[config.mk]
export PLATFORM = sky130hd
export DESIGN_NAME = entry_sequencer_flat
export DESIGN_NICKNAME = d
export VERILOG_FILES = /design/src/rtl/calc_pkg.sv /design/src/rtl/entry_sequencer_if.sv /design/src/rtl/bcd_entry_shifter.sv /design/src/rtl/entry_sequencer.sv /design/src/flat_wrapper.sv
export SDC_FILE = /design/constraint.sdc
export NUM_CORES = 1
export LEC_CHECK = 0
export BUFFER_PORTS_ARGS = -buffer_cell sky130_fd_sc_hd__buf_4
export CORE_MARGIN = 4
export CORE_UTILIZATION = 38
export DETAILED_ROUTE_END_ITERATION = 10
export PLACE_DENSITY = 0.63
export RECOVER_POWER = 100
export SETUP_SLACK_MARGIN = 0.15
export SYNTH_ARGS = -nofsm -noshare
export SYNTH_HDL_FRONTEND = slang
export SYNTH_SLANG_ARGS = --single-unit
[constraint.sdc]
create_clock -name Clock -period 2.95 [get_ports Clock]
set_input_delay 0.4425 -clock Clock [delete_from_list [all_inputs] [get_ports Clock]]
set_output_delay 0.4425 -clock Clock [all_outputs]
set_load 0.02 [all_outputs]
[src/rtl/calc_pkg.sv]
// Shared encodings for the calculator keypad and entry datapath.
package calc_pkg;

  typedef enum logic [1:0] {
    STATE_IDLE    = 2'b00,
    STATE_A       = 2'b01,
    STATE_B       = 2'b10,
    STATE_COMPUTE = 2'b11
  } state_t;

  localparam logic [3:0] KEY_NEG = 4'd10;
  localparam logic [3:0] KEY_OP  = 4'd11;
  localparam logic [3:0] KEY_EQ  = 4'd12;
  localparam logic [3:0] KEY_CE  = 4'd13;

  localparam int unsigned MAX_DIGITS = 3;

  function automatic logic is_digit(input logic [3:0] code);
    return code <= 4'd9;
  endfunction

endpackage

[src/rtl/entry_sequencer_if.sv]
// Key/ALU handshake in, operand lines and control out.
interface entry_sequencer_if;
  import calc_pkg::*;

  logic       key_valid;
  logic [3:0] key_code;
  logic [1:0] op_sel;
  logic       alu_done;

  logic [1:0] stateEncoder;
  logic       isNegative;
  logic [3:0] digit1;
  logic [3:0] digit2;
  logic [3:0] digit3;
  logic [1:0] digit_count;
  logic [1:0] op_latched;
  logic       calc_start;

  modport master (
    output key_valid, key_code, op_sel, alu_done,
    input  stateEncoder, isNegative, digit1, digit2, digit3,
           digit_count, op_latched, calc_start
  );

  modport slave (
    input  key_valid, key_code, op_sel, alu_done,
    output stateEncoder, isNegative, digit1, digit2, digit3,
           digit_count, op_latched, calc_start
  );
endinterface

[src/rtl/bcd_entry_shifter.sv]
// Sign + 3-digit BCD entry register. A clear applies first, so a digit or
// sign set in the same cycle lands on a freshly zeroed operand.
module bcd_entry_shifter
  import calc_pkg::*;
(
  input  logic       Clock,
  input  logic       reset,
  input  logic       clr,
  input  logic       shift_en,
  input  logic [3:0] digit,
  input  logic       neg_toggle,
  input  logic       set_neg,
  output logic [3:0] digit1,
  output logic [3:0] digit2,
  output logic [3:0] digit3,
  output logic [1:0] digit_count,
  output logic       is_neg
);

  logic [3:0] base_d1, base_d2, base_d3;
  logic [1:0] base_cnt;
  logic       base_neg;
  logic [3:0] nxt_d1, nxt_d2, nxt_d3;
  logic [1:0] nxt_cnt;
  logic       nxt_neg;
  logic       accept;

  always_comb begin
    base_d1  = clr ? 4'd0 : digit1;
    base_d2  = clr ? 4'd0 : digit2;
    base_d3  = clr ? 4'd0 : digit3;
    base_cnt = clr ? 2'd0 : digit_count;
    base_neg = clr ? 1'b0 : is_neg;

    // Full operands drop digits; a zero before any significant digit is a no-op.
    accept = shift_en && (base_cnt < 2'(MAX_DIGITS)) &&
             !(base_cnt == 2'd0 && digit == 4'd0);

    nxt_d1  = base_d1;
    nxt_d2  = base_d2;
    nxt_d3  = base_d3;
    nxt_cnt = base_cnt;
    if (accept) begin
      nxt_d3  = base_d2;
      nxt_d2  = base_d1;
      nxt_d1  = digit;
      nxt_cnt = base_cnt + 2'd1;
    end
    nxt_neg = set_neg ? 1'b1 : (base_neg ^ neg_toggle);
  end

  always_ff @(posedge Clock) begin
    if (reset) begin
      digit1      <= '0;
      digit2      <= '0;
      digit3      <= '0;
      digit_count <= '0;
      is_neg      <= 1'b0;
    end else begin
      digit1      <= nxt_d1;
      digit2      <= nxt_d2;
      digit3      <= nxt_d3;
      digit_count <= nxt_cnt;
      is_neg      <= nxt_neg;
    end
  end

endmodule

[src/rtl/entry_sequencer.sv]
// Keypad entry FSM: steers operand entry A/B, latches the operator and
// kicks the ALU, then waits for alu_done.
module entry_sequencer
  import calc_pkg::*;
(
  input  logic              Clock,
  input  logic              reset,
  entry_sequencer_if.slave  bus
);

  state_t     state;
  logic [1:0] op_reg;
  logic       start_reg;

  logic clr, shift_en, neg_toggle, set_neg;
  logic key_digit;

  assign key_digit = is_digit(bus.key_code);

  // Key decode into shifter controls; COMPUTE ignores every key.
  always_comb begin
    clr        = 1'b0;
    shift_en   = 1'b0;
    neg_toggle = 1'b0;
    set_neg    = 1'b0;
    if (bus.key_valid) begin
      unique case (state)
        STATE_IDLE: begin
          if (key_digit) begin
            clr      = 1'b1;
            shift_en = 1'b1;
          end else if (bus.key_code == KEY_NEG) begin
            clr     = 1'b1;
            set_neg = 1'b1;
          end
        end
        STATE_A, STATE_B: begin
          if (key_digit)                   shift_en   = 1'b1;
          else if (bus.key_code == KEY_NEG) neg_toggle = 1'b1;
          else if (bus.key_code == KEY_CE)  clr        = 1'b1;
          else if (bus.key_code == KEY_OP && state == STATE_A) clr = 1'b1;
        end
        default: ;
      endcase
    end
  end

  always_ff @(posedge Clock) begin
    if (reset) begin
      state     <= STATE_IDLE;
      op_reg    <= '0;
      start_reg <= 1'b0;
    end else begin
      start_reg <= 1'b0;
      unique case (state)
        STATE_IDLE:
          if (bus.key_valid && (key_digit || bus.key_code == KEY_NEG))
            state <= STATE_A;
        STATE_A:
          if (bus.key_valid && bus.key_code == KEY_OP) begin
            op_reg <= bus.op_sel;
            state  <= STATE_B;
          end
        STATE_B:
          if (bus.key_valid && bus.key_code == KEY_EQ) begin
            state     <= STATE_COMPUTE;
            start_reg <= 1'b1;
          end
        STATE_COMPUTE:
          if (bus.alu_done) state <= STATE_IDLE;
        default: state <= STATE_IDLE;
      endcase
    end
  end

  assign bus.stateEncoder = state;
  assign bus.op_latched   = op_reg;
  assign bus.calc_start   = start_reg;

  bcd_entry_shifter u_shifter (
    .Clock       (Clock),
    .reset       (reset),
    .clr         (clr),
    .shift_en    (shift_en),
    .digit       (bus.key_code),
    .neg_toggle  (neg_toggle),
    .set_neg     (set_neg),
    .digit1      (bus.digit1),
    .digit2      (bus.digit2),
    .digit3      (bus.digit3),
    .digit_count (bus.digit_count),
    .is_neg      (bus.isNegative)
  );

endmodule

[src/flat_wrapper.sv]
// flat-port wrapper written by rule: the top's interface ports become plain ports
module entry_sequencer_flat import calc_pkg::*;
  (Clock, reset, bus_key_valid, bus_key_code, bus_op_sel, bus_alu_done, bus_stateEncoder, bus_isNegative, bus_digit1, bus_digit2, bus_digit3, bus_digit_count, bus_op_latched, bus_calc_start);
  entry_sequencer_if bus_i ();
  input  logic Clock;
  input  logic reset;
  input wire logic [$bits(bus_i.key_valid)-1:0] bus_key_valid;
  input wire logic [$bits(bus_i.key_code)-1:0] bus_key_code;
  input wire logic [$bits(bus_i.op_sel)-1:0] bus_op_sel;
  input wire logic [$bits(bus_i.alu_done)-1:0] bus_alu_done;
  output wire logic [$bits(bus_i.stateEncoder)-1:0] bus_stateEncoder;
  output wire logic [$bits(bus_i.isNegative)-1:0] bus_isNegative;
  output wire logic [$bits(bus_i.digit1)-1:0] bus_digit1;
  output wire logic [$bits(bus_i.digit2)-1:0] bus_digit2;
  output wire logic [$bits(bus_i.digit3)-1:0] bus_digit3;
  output wire logic [$bits(bus_i.digit_count)-1:0] bus_digit_count;
  output wire logic [$bits(bus_i.op_latched)-1:0] bus_op_latched;
  output wire logic [$bits(bus_i.calc_start)-1:0] bus_calc_start;
  assign bus_i.key_valid = bus_key_valid;
  assign bus_i.key_code = bus_key_code;
  assign bus_i.op_sel = bus_op_sel;
  assign bus_i.alu_done = bus_alu_done;
  assign bus_stateEncoder = bus_i.stateEncoder;
  assign bus_isNegative = bus_i.isNegative;
  assign bus_digit1 = bus_i.digit1;
  assign bus_digit2 = bus_i.digit2;
  assign bus_digit3 = bus_i.digit3;
  assign bus_digit_count = bus_i.digit_count;
  assign bus_op_latched = bus_i.op_latched;
  assign bus_calc_start = bus_i.calc_start;
  entry_sequencer u_core (.Clock(Clock), .reset(reset), .bus(bus_i));
endmodule
==> Yosys cells after proc, flatten, opt, wreduce, memory -nomap -nowiden <==
Cells that the tools add are included.
{ "op_classes": {"order_cmp": 2, "muxes": 32, "eq_ne": 11, "reduce_logical": 18, "add_sub_neg": 1, "n_bitwise": 2} }
{ "op_table": {"columns": ["operator", "n"], "rows": [
  ["$mux W4", 6],
  ["$mux W1", 18],
  ["$eq A4 B4 Y1 const B", 4],
  ["$mux W2", 6],
  ["$pmux W2 S4", 1],
  ["$logic_and A1 B1 Y1", 7],
  ["$eq A2 B2 Y1 const B", 2],
  ["$le A4 B4 Y1 const B", 1],
  ["$logic_not A2 Y1", 2],
  ["$logic_not A4 Y1", 1],
  ["$ne A2 B1 Y1 const B", 2],
  ["$ne A2 B2 Y1 const B", 2],
  ["$reduce_and A4 Y1", 1],
  ["$reduce_or A2 Y1", 2],
  ["$reduce_or A3 Y1", 1],
  ["$add A2 B1 Y2 const B", 1],
  ["$eq A2 B1 Y1 const B", 1],
  ["$lt A2 B2 Y1 const B", 1],
  ["$pmux W1 S2", 1],
  ["$reduce_and A2 Y1", 1],
  ["$reduce_bool A2 Y1", 1],
  ["$logic_not A1 Y1", 1],
  ["$logic_or A1 B1 Y1", 1],
  ["$not A1 Y1", 1],
  ["$xor A1 B1 Y1", 1]
]} }
{ "totals": {"wordCells": 74, "output_inout_bits": 20, "input_bits": 10, "reg_bits": 20} }

==> Depth between registers and ports, before layout <==
Gate-level depths: netlist of run 1.
{ "logic_depth": {"depth_word": 14, "mapped_depth": 13, "depth_no_buf": 12} }

==> By module <==
A second synthesis of run 1 with hierarchy kept.
{ "hier_totals": {"hier_cells": 153, "hier_area_um2": 1305.0} }
{ "modules_own_cells": {"columns": ["module", "cells_per_inst", "seq_area_each_um2", "area_per_inst_um2", "instances"], "rows": [
  ["bcd_entry_shifter", 104, 300.3, 872.1, 1],
  ["entry_sequencer", 49, 100.1, 432.9, 1]
]} }

==> Worst setup path before layout of run 1 <==
No wires, ideal clock.
{ "synth_path": {"kind": "register to register", "start": "reg u_core.state[0] (netlist: u_core.bus.stateEncoder[0])", "end": "reg u_core.u_shifter.digit3[1]", "stages_incl_launch_ff": 13, "n_path_buf": 1, "t_arrival_ps": 2463, "path_slack_ps": 416, "t_required_ps": 2879, "period_less_slack_ps": 2534, "setup_ps": 71, "path_cell_list": "dfxtp_1 > inv_1 > ha_1 > nand3_1 > a211oi_2 > nor2_2 > and2_1 > ha_1 > nor2_1 > and3_1 > clkbuf_1 > nand2_1 > a21oi_1"} }
{ "synth_via": {"elab_chain_cells": 14, "word_cells_on_any_way": 24, "classes_between": "order compare: 1; eq/ne: 2; mux: 11; reduce/logical: 10"} }
{ "synth_rtl": {"columns": ["item", "line_no", "rtl"], "rows": [
  ["start: declaration", "entry_sequencer.sv:11", "state_t state;"],
  ["start signal: assignment", "entry_sequencer.sv:50", "state <= STATE_IDLE;"],
  ["start signal: assignment", "entry_sequencer.sv:58", "state <= STATE_A;"],
  ["start signal: assignment", "entry_sequencer.sv:62", "state <= STATE_B;"],
  ["branches (longest 14 deep; another with $lt A2 B2 Y1)", null, null],
  ["end signal: assignment", "bcd_entry_shifter.sv:62", "digit3 <= nxt_d3;"],
  ["end: declaration", "bcd_entry_shifter.sv:15", "output logic [3:0] digit3,"]
]} }
Several ways; the timed one is not identified.
A chain may end at the register's enable or synchronous reset.

==> Worst setup path after layout of run 1 <==
{ "layout_path": {"start": "reg u_core.state[1] (netlist: u_core.bus.stateEncoder[1])", "end": "reg u_core.u_shifter.digit3[1]"} }
Same word-level chain as after synthesis.

==> summary.txt, run 1 <==
Run status
  – Status: completed

Logic synthesis
  – Synth top area cells: dfxtp_1 41%, nand2_1 9.9%, a21oi_1 7.6%, ha_1 7.6%, mux2i_1 4.1%
  – Synth Register Bits: 20
  – Synth Instances: 119
  – Area share of the largest cell type after synthesis: 0.406
  – Commonest register cell after synthesis: dfxtp_1
  – Yosys cell types: 28
  – Commonest cells in the netlist: 26 x nand2_1, 20 x dfxtp_1, 15 x a21oi_1
  – Post-synth EDFFs: 0
  – Syn Nets: 135
  – FFs w/ async S/R, synth: 0
  – Post-synthesis sequential area ratio: 0.406
  – YS warnings: 0
  – Leading area contributor after synthesis: dfxtp_1
  – Count leader, synth: nand2_1
  – Mapped cell area: approximately 990 µm²
  – Post-Syn Area per Cell: 8.29 µm²

Cells and area
  – Syn-to-layout area delta: 20.2%
  – Final Instance Count excl. Fillers: ~180
  – Core Util, Final: 0.478
  – Share of cells above drive strength 1: 0.134
  – N_diodes: 0
  – Final #Nets: approximately 170

Route
  – Vias/cell: between 5 and 6
  – Routed length per placed instance: between 10 and 15 µm
  – Via count: ~900
  – WL final: approximately 2.2 mm
  – DR pass1 iterations: 4
  – ANT nets after route: 0
  – DRC: 0
  – Iteration-0 DRC Markers: 18

Clock network
  – Bufs on Longest Clock Path: 2
  – Post-CTS Setup Inserts: 0
  – CTS tree: done
  – Clock root cell: clkbuf_4
  – H-Tree Depth: 1
  – CTS Sinks: 20
  – CTS buffer count: 3
  – Clk slew on worst S/H paths: roughly 0.11 ns
  – Clk_lat worst skew: roughly 0.29 ns

Setup path
  – Critical Path RT: 3.18 ns
  – Critical Path End Type: flip-flop
  – Worst Path Max Fanout: 14
  – R2R Setup Slk: roughly 0.38 ns
  – CP arrival: between 2 and 3 ns
  – Critical Setup Path Class: reg -> reg
  – Type of origin of the critical path: flip-flop
  – Crit Reg-Reg Endpoint: u_core.u_shifter.digit3[1]$_SDFFE_PP0P_
  – R2R cell count: 11
  – Reg-to-reg startpoint: u_core.bus.stateEncoder[1]$_SDFFE_PP0P_

Global route
  – First-pass GRT wire length: around 3.7 mm
  – Initial antenna violation count: 0
  – Global Route Usage Sum: 0.139
  – Vias in the first global route: between 800 and 900
  – Largest net degree at the start of global routing: 15
  – GR Overflow Total: 0

Power and ir drop
  – Logic pwr share: 0.362
  – Max IR drop VDD: ~0.42 mV
  – Int Pwr: between 400 and 500 µW
  – Leak: ~0.00045 µW
  – Switch Pwr: 271 µW
  – Overall power: about 740 µW
  – Sw frac: 0.368
  – Power Density: a little over 600 mW/mm²
  – Clk pwr share: 0.214
  – Seq pwr share: 0.423

Die
  – Die area: ~0.0035 mm²
  – Initial core utilization: 0.398
  – Row cnt: 18
  – Die Height: between 50 and 60 µm
  – Core Footprint: 0.00248 mm²
  – I/O Pins: 30
  – Die W: 58.9 µm

Min path
  – HP Class: in -> reg
  – Hold endpoint: u_core.bus.op_latched[0]$_SDFFE_PP0P_
  – Worst Hold Depth: 3
  – Worst Hold Launch: bus_op_sel[0]

STA
  – RSZ-0062 raised after global routing: false
  – Max Slew Vio Count: 0
  – Final setup vio count: 0
  – Slew at the pin closest to its max-slew limit: ~0.41 ns
  – Final hold violations: 0
  – Period utilization: 0.872
  – Minimum clock period: about 2.6 ns
  – Fmax: 389 MHz
  – Post-Route Setup TNS: 0 ns
  – Max-slew headroom: 0.724
  – Worst Skew: 0.00100 ns

Placed design
  – DP Cell Count: ~180
  – Placer Congestion: around 0.86
  – PortBufs: 29
  – DP HPWL: about 1.7 mm

Run
  – Number of max-cap violations: 0
metal layers:
layer,share of wire,vias to the layer above,track usage
met5,0,-,0
met4,0.0032,0,0.0583
met3,0.074,2,0.0307
met2,0.47,25,0.237
met1,0.45,404,0.168
li1,-,465,-
logic make-up (layout without fill, tap and decap cells):
group,Yosys count,in the layout,synth area share
compound gates,24,24,0.168
mux,4,4,0.0406
fa+ha+maj,6,6,0.0761
buf+inv,12,42,0.0469
simple gates,53,53,0.263
flops,20,20,0.406
final cells by class:
class,count,area [µm²]
fill,267,1290
clock buffer,4,36.3
timing repair buffer,29,143
sequential,20,400
inverter,9,33.8
tap,30,37.5
multi-input combinational,87,534
worst max-delay path, cell delays in order (launching register included):
cell	delay (ns)
dfxtp_1	0.42
inv_1	0.09
ha_1	0.34
nand3_1	0.10
a211oi_2	0.27
nor2_2	0.13
and2_1	0.19
ha_1	0.20
nor2_1	0.17
and3_2	0.37
nand2_1	0.09
a21oi_1	0.14
state kept, by name, indices dropped and copies added, names as in the netlist:
| register | flops |
|---|---|
| u_core.u_shifter.is_neg | 1 |
| u_core.u_shifter.digit2 | 4 |
| u_core.u_shifter.digit3 | 4 |
| u_core.u_shifter.digit_count | 2 |
| u_core.u_shifter.digit1 | 4 |
| u_core.bus.calc_start | 1 |
| u_core.bus.stateEncoder | 2 |
| u_core.bus.op_latched | 2 |
stage by stage:
stage / hold WS, ns / worst slack, ns / instance area [µm²]
floorplan: 0.518 / 0.416 / 986
global placement: 0.445 / 0.423 / 1230
detailed placement: 0.451 / 0.316 / 1230
finish: 0.380 / 0.377 / 1180
global route: 0.362 / 0.0967 / 1180
CTS: 0.366 / 0.305 / 1260
cell usage in the layout (no fill, tap or decap), types with 2 or more instances in the layout:
cell       n
buf_4      9
nand2_1   26
inv_1      9
mux2i_1    4
a21oi_1   15
ha_1       6
dfxtp_1   20
clkbuf_4   3
a211oi_2   2
nand3_1    7
clkbuf_1  20
nor2_1     4
nor3b_1    2
nand2b_1   4
power groups by stage:
stage / Clock [µW] / Combinational (µW) / Sequential (µW)
CTS: 166 / 294 / 314
floorplan: 0 / 184 / 341
detailed placement: 0 / 294 / 321
finish: 158 / 267 / 312
global placement: 0 / 286 / 318
global route: 176 / 297 / 318
worst max path at each step:
stage                                            startpoint                                      end  slack [ns]  cells after the start
global placement    u_core.bus.stateEncoder[0]$_SDFFE_PP0P_    u_core.u_shifter.digit1[0]$_SDFF_PP0_        0.42                     11
finish              u_core.bus.stateEncoder[1]$_SDFFE_PP0P_  u_core.u_shifter.digit3[1]$_SDFFE_PP0P_        0.38                     11
floorplan           u_core.bus.stateEncoder[0]$_SDFFE_PP0P_  u_core.u_shifter.digit3[1]$_SDFFE_PP0P_        0.42                     12
global route        u_core.bus.stateEncoder[0]$_SDFFE_PP0P_  u_core.u_shifter.digit3[1]$_SDFFE_PP0P_         0.1                     12
CTS                 u_core.bus.stateEncoder[1]$_SDFFE_PP0P_    u_core.u_shifter.digit1[1]$_SDFF_PP0_        0.31                     11
detailed placement  u_core.bus.stateEncoder[0]$_SDFFE_PP0P_    u_core.u_shifter.digit1[1]$_SDFF_PP0_        0.32                     11
repair_timing:
item                                    CTS  global route
endpoints found under the setup margin    0            14
hold buffers                              0             0
gates resized for setup                   0             3
(Power assumes the default switching activity.)
==> run 2: changes to the inputs <==
--- a/config.mk
+++ b/config.mk
@@ -8,6 +8,7 @@
 export BUFFER_PORTS_ARGS = -buffer_cell sky130_fd_sc_hd__buf_4
 export CORE_MARGIN = 4
 export CORE_UTILIZATION = 38
+export CTS_BUF_LIST = sky130_fd_sc_hd__clkbuf_4 sky130_fd_sc_hd__clkbuf_8
 export DETAILED_ROUTE_END_ITERATION = 10
 export PLACE_DENSITY = 0.63
 export RECOVER_POWER = 100
==> constraint.sdc (replaced) <==
create_clock -name Clock -period 2.6 [get_ports Clock]
set_input_delay 0.39 -clock Clock [delete_from_list [all_inputs] [get_ports Clock]]
set_output_delay 0.39 -clock Clock [all_outputs]
set_load 0.02 [all_outputs]
==> run 2 against run 1 <==
Net effect: die area unchanged; combinational power up 45%; clock skew up 0.0030 ns; wire length up 9.4%; utilization up 4.7 points; critical path type unchanged; largest power group is now combinational cells.
==> summary.txt, run 2 (same netlist as run 1, synthesis figures left out) <==
Run status
  – Status: completed (unchanged)

Power and ir drop
  – Max IR drop VDD: 0.594 mV (was 0.419 mV)
  – Power Density: 777 mW/mm² (was 623 mW/mm²)
  – Logic pwr share: 0.382 (was 0.362)
  – Switch Pwr: 351 µW (was 271 µW)
  – Int Pwr: 661 µW (was 467 µW)
  – Seq pwr share: 0.363 (was 0.423)
  – Sw frac: 0.346 (was 0.368)
  – Leak: 0.000493 µW (was 0.000453 µW)
  – Clk pwr share: 0.255 (was 0.214)

Die
  – Die Height: 58.9 µm (unchanged)
  – Core Footprint: 0.00248 mm² (unchanged)
  – Row cnt: 18 (unchanged)
  – Die area: 0.00347 mm² (unchanged)
  – I/O Pins: 30 (unchanged)
  – Die W: 58.9 µm (unchanged)
  – Initial core utilization: 0.398 (unchanged)

Clock network
  – H-Tree Depth: 1 (unchanged)
  – Bufs on Longest Clock Path: 2 (unchanged)
  – Clk_lat worst skew: 0.31 ns (was 0.29 ns)
  – CTS Sinks: 20 (unchanged)
  – Hold buffer count at CTS: 0 (unchanged)
  – CTS tree: done (unchanged)
  – Clk slew on worst S/H paths: 0.12 ns (was 0.11 ns)
  – Clock root cell: clkbuf_4 (unchanged)
  – CTS buffer count: 3 (unchanged)

Cells and area
  – Sequential cell area: 404 µm² (was 400 µm²)
  – Final #Nets: 171 (was 166)
  – N_diodes: 0 (unchanged)
  – Commonest cells after routing, fill and taps aside: 25 x nand2_1, 19 x clkbuf_1, 19 x dfxtp_1 (was 26 x nand2_1, 20 x clkbuf_1, 20 x dfxtp_1)
  – Share of cells above drive strength 1: 0.208 (was 0.134)
  – Most common cell after layout, fill and taps aside: nand2_1 (unchanged)
  – FILL cells: 258 (was 267)
  – Largest regs: u_core.u_shifter.digit1: 4 flops, u_core.u_shifter.digit2: 4 flops, u_core.u_shifter.digit3: 4 flops (unchanged)
  – Syn-to-layout area delta: 32.1% (was 20.2%)
  – Multi-input logic area: 587 µm² (was 534 µm²)

Global route
  – Global Route Usage Sum: 0.148 (was 0.139)
  – Vias in the first global route: 921 (was 876)
  – Initial antenna violation count: 0 (unchanged)
  – Met1 Usage GRT: 0.180 (was 0.168)
  – Met2 global-route usage: 0.240 (was 0.237)
  – Largest net degree at the start of global routing: 15 (unchanged)
  – Grt met3 use: 0.0482 (was 0.0307)
  – First-pass GRT wire length: 3.95 mm (was 3.71 mm)
  – Top Usage Layer GRT: met2 (unchanged)
  – GR Overflow Total: 0 (unchanged)

STA
  – Final hold violations: 0 (unchanged)
  – Max Slew Vio Count: 0 (unchanged)
  – Max-slew headroom: 0.730 (was 0.724)
  – Period utilization: 0.918 (was 0.872)
  – Fmax: 419 MHz (was 389 MHz)
  – Final setup vio count: 0 (unchanged)
  – Worst Skew: 0.00400 ns (was 0.00100 ns)
  – Slew at the pin closest to its max-slew limit: 0.405 ns (was 0.414 ns)
  – PnR worst setup slack: 0.214 ns (was 0.377 ns)
  – RSZ-0062 raised after global routing: false (unchanged)
  – Minimum clock period: 2.39 ns (was 2.57 ns)
  – Post-Route Setup TNS: 0 ns (unchanged)

Setup path
  – Worst Path Max Fanout: 13 (was 14)
  – Slowest CP cell: dfxtp_1 (unchanged)
  – Type of origin of the critical path: flip-flop (unchanged)
  – CP max stage delay: 0.44 ns (was 0.42 ns)
  – CP Cell Sequence: inv_2 > ha_4 > nand3_1 > a211oi_4 > nor2_2 > and2_1 > ha_1 > nor2_1 > and3_4 > buf_6 > nand2_1 > a21oi_1 (was inv_1 > ha_1 > nand3_1 > a211oi_2 > nor2_2 > and2_1 > ha_1 > nor2_1 > and3_2 > nand2_1 > a21oi_1)
  – Critical Setup Path Class: reg -> reg (unchanged)
  – CP arrival: 2.63 ns (was 2.80 ns)
  – R2R cell count: 12 (was 11)
  – Critical Path RT: 2.85 ns (was 3.18 ns)
  – Critical Path End Type: flip-flop (unchanged)

Route
  – DRC: 0 (unchanged)
  – ANT nets after route: 0 (unchanged)
  – Via count: 970 (was 896)
  – Iteration-0 DRC Markers: 12 (was 18)
  – Routed length per placed instance: 13.2 µm (was 12.4 µm)
  – DR pass1 iterations: 4 (unchanged)
  – WL final: 2.43 mm (was 2.22 mm)
  – Vias/cell: 5.27 (was 5.01)

Placed design
  – Placer Congestion: 0.842 (was 0.862)
  – DP HPWL: 1.73 mm (was 1.69 mm)
  – Pre-CTS worst setup slack: 0.132 ns (was 0.316 ns)
  – PortBufs: 29 (unchanged)

Min path
  – Worst Hold Depth: 3 (unchanged)
  – HP Class: in -> reg (unchanged)

Run
  – Number of max-cap violations: 0 (unchanged)
[run 2: changes by cell type in the layout (fill, tap and decap cells not counted), sizes merged]
| cell | change |
|---|---|
| clkbuf | -2 |
| bufinv | +1 |
| buf | +6 |
[run 2: metrics by stage]
stage / util / instances / hold WS (ns) / power [µW] / cell area [µm²]
2_1_floorplan: - / 119 / 0.466 / 596 / 987
3_3_place_gp: 0.502 / 177 / 0.445 / 691 / 1240
3_5_place_dp: 0.502 / 177 / 0.453 / 699 / 1240
4_1_cts: 0.524 / 181 / 0.308 / 967 / 1300
5_1_grt: 0.526 / 184 / 0.296 / 1090 / 1300
6_report: 0.526 / 184 / 0.320 / 1010 / 1300
[run 2: layout make-up]
| cell class | instances | share of cell area |
|---|---|---|
| well taps | 30 | 0.0288 |
| repair buffers | 34 | 0.144 |
| multi-input cells | 87 | 0.451 |
| inverters | 9 | 0.0259 |
| clock buffers | 3 | 0.0173 |
| flip-flops and latches | 20 | 0.310 |
| clock inverters | 1 | 0.0231 |
[run 2: power by group through the flow]
| stage | logic [µW] | registers (µW) | clock network, µW |
|---|---|---|---|
| after floorplan | 209 | 387 | 0 |
| final | 387 | 367 | 258 |
| after detailed placement | 335 | 364 | 0 |
| after global routing | 437 | 373 | 280 |
| after global placement | 331 | 360 | 0 |
| after CTS | 336 | 361 | 270 |
[run 2: timing repair]
| item | CTS | global route |
|---|---|---|
| setup endpoints to repair | 13 | 14 |
| buffers inserted | 0 | 3 |
| pin swaps | 0 | 4 |
| gates resized for setup | 2 | 15 |
[run 2: final timing paths]
kind | startpoint | endpoint | slack [ns]
max reg2reg | u_core.bus.stateEncoder[1]$_SDFFE_PP0P_ | u_core.u_shifter.digit1[1]$_SDFF_PP0_ | 0.21
min reg2reg | u_core.u_shifter.digit3[0]$_SDFFE_PP0P_ | u_core.u_shifter.digit3[0]$_SDFFE_PP0P_ | 0.46
max | u_core.bus.stateEncoder[1]$_SDFFE_PP0P_ | u_core.u_shifter.digit1[1]$_SDFF_PP0_ | 0.21
min | bus_op_sel[0] | u_core.bus.op_latched[0]$_SDFFE_PP0P_ | 0.32
[run 2: critical path, delay by kind of cell (launching register included)]
kind | cells | cell delay, ns
compound gates | 2 | 0.35
fa+ha+maj | 2 | 0.49
buf+inv | 2 | 0.24
flops | 1 | 0.44
simple gates | 6 | 0.83
[run 2: routing by layer]
metal	share of wire	wire (µm)
met3	0.080	193
met4	0.013	31
met5	0	0
met2	0.49	1180
met1	0.42	1020
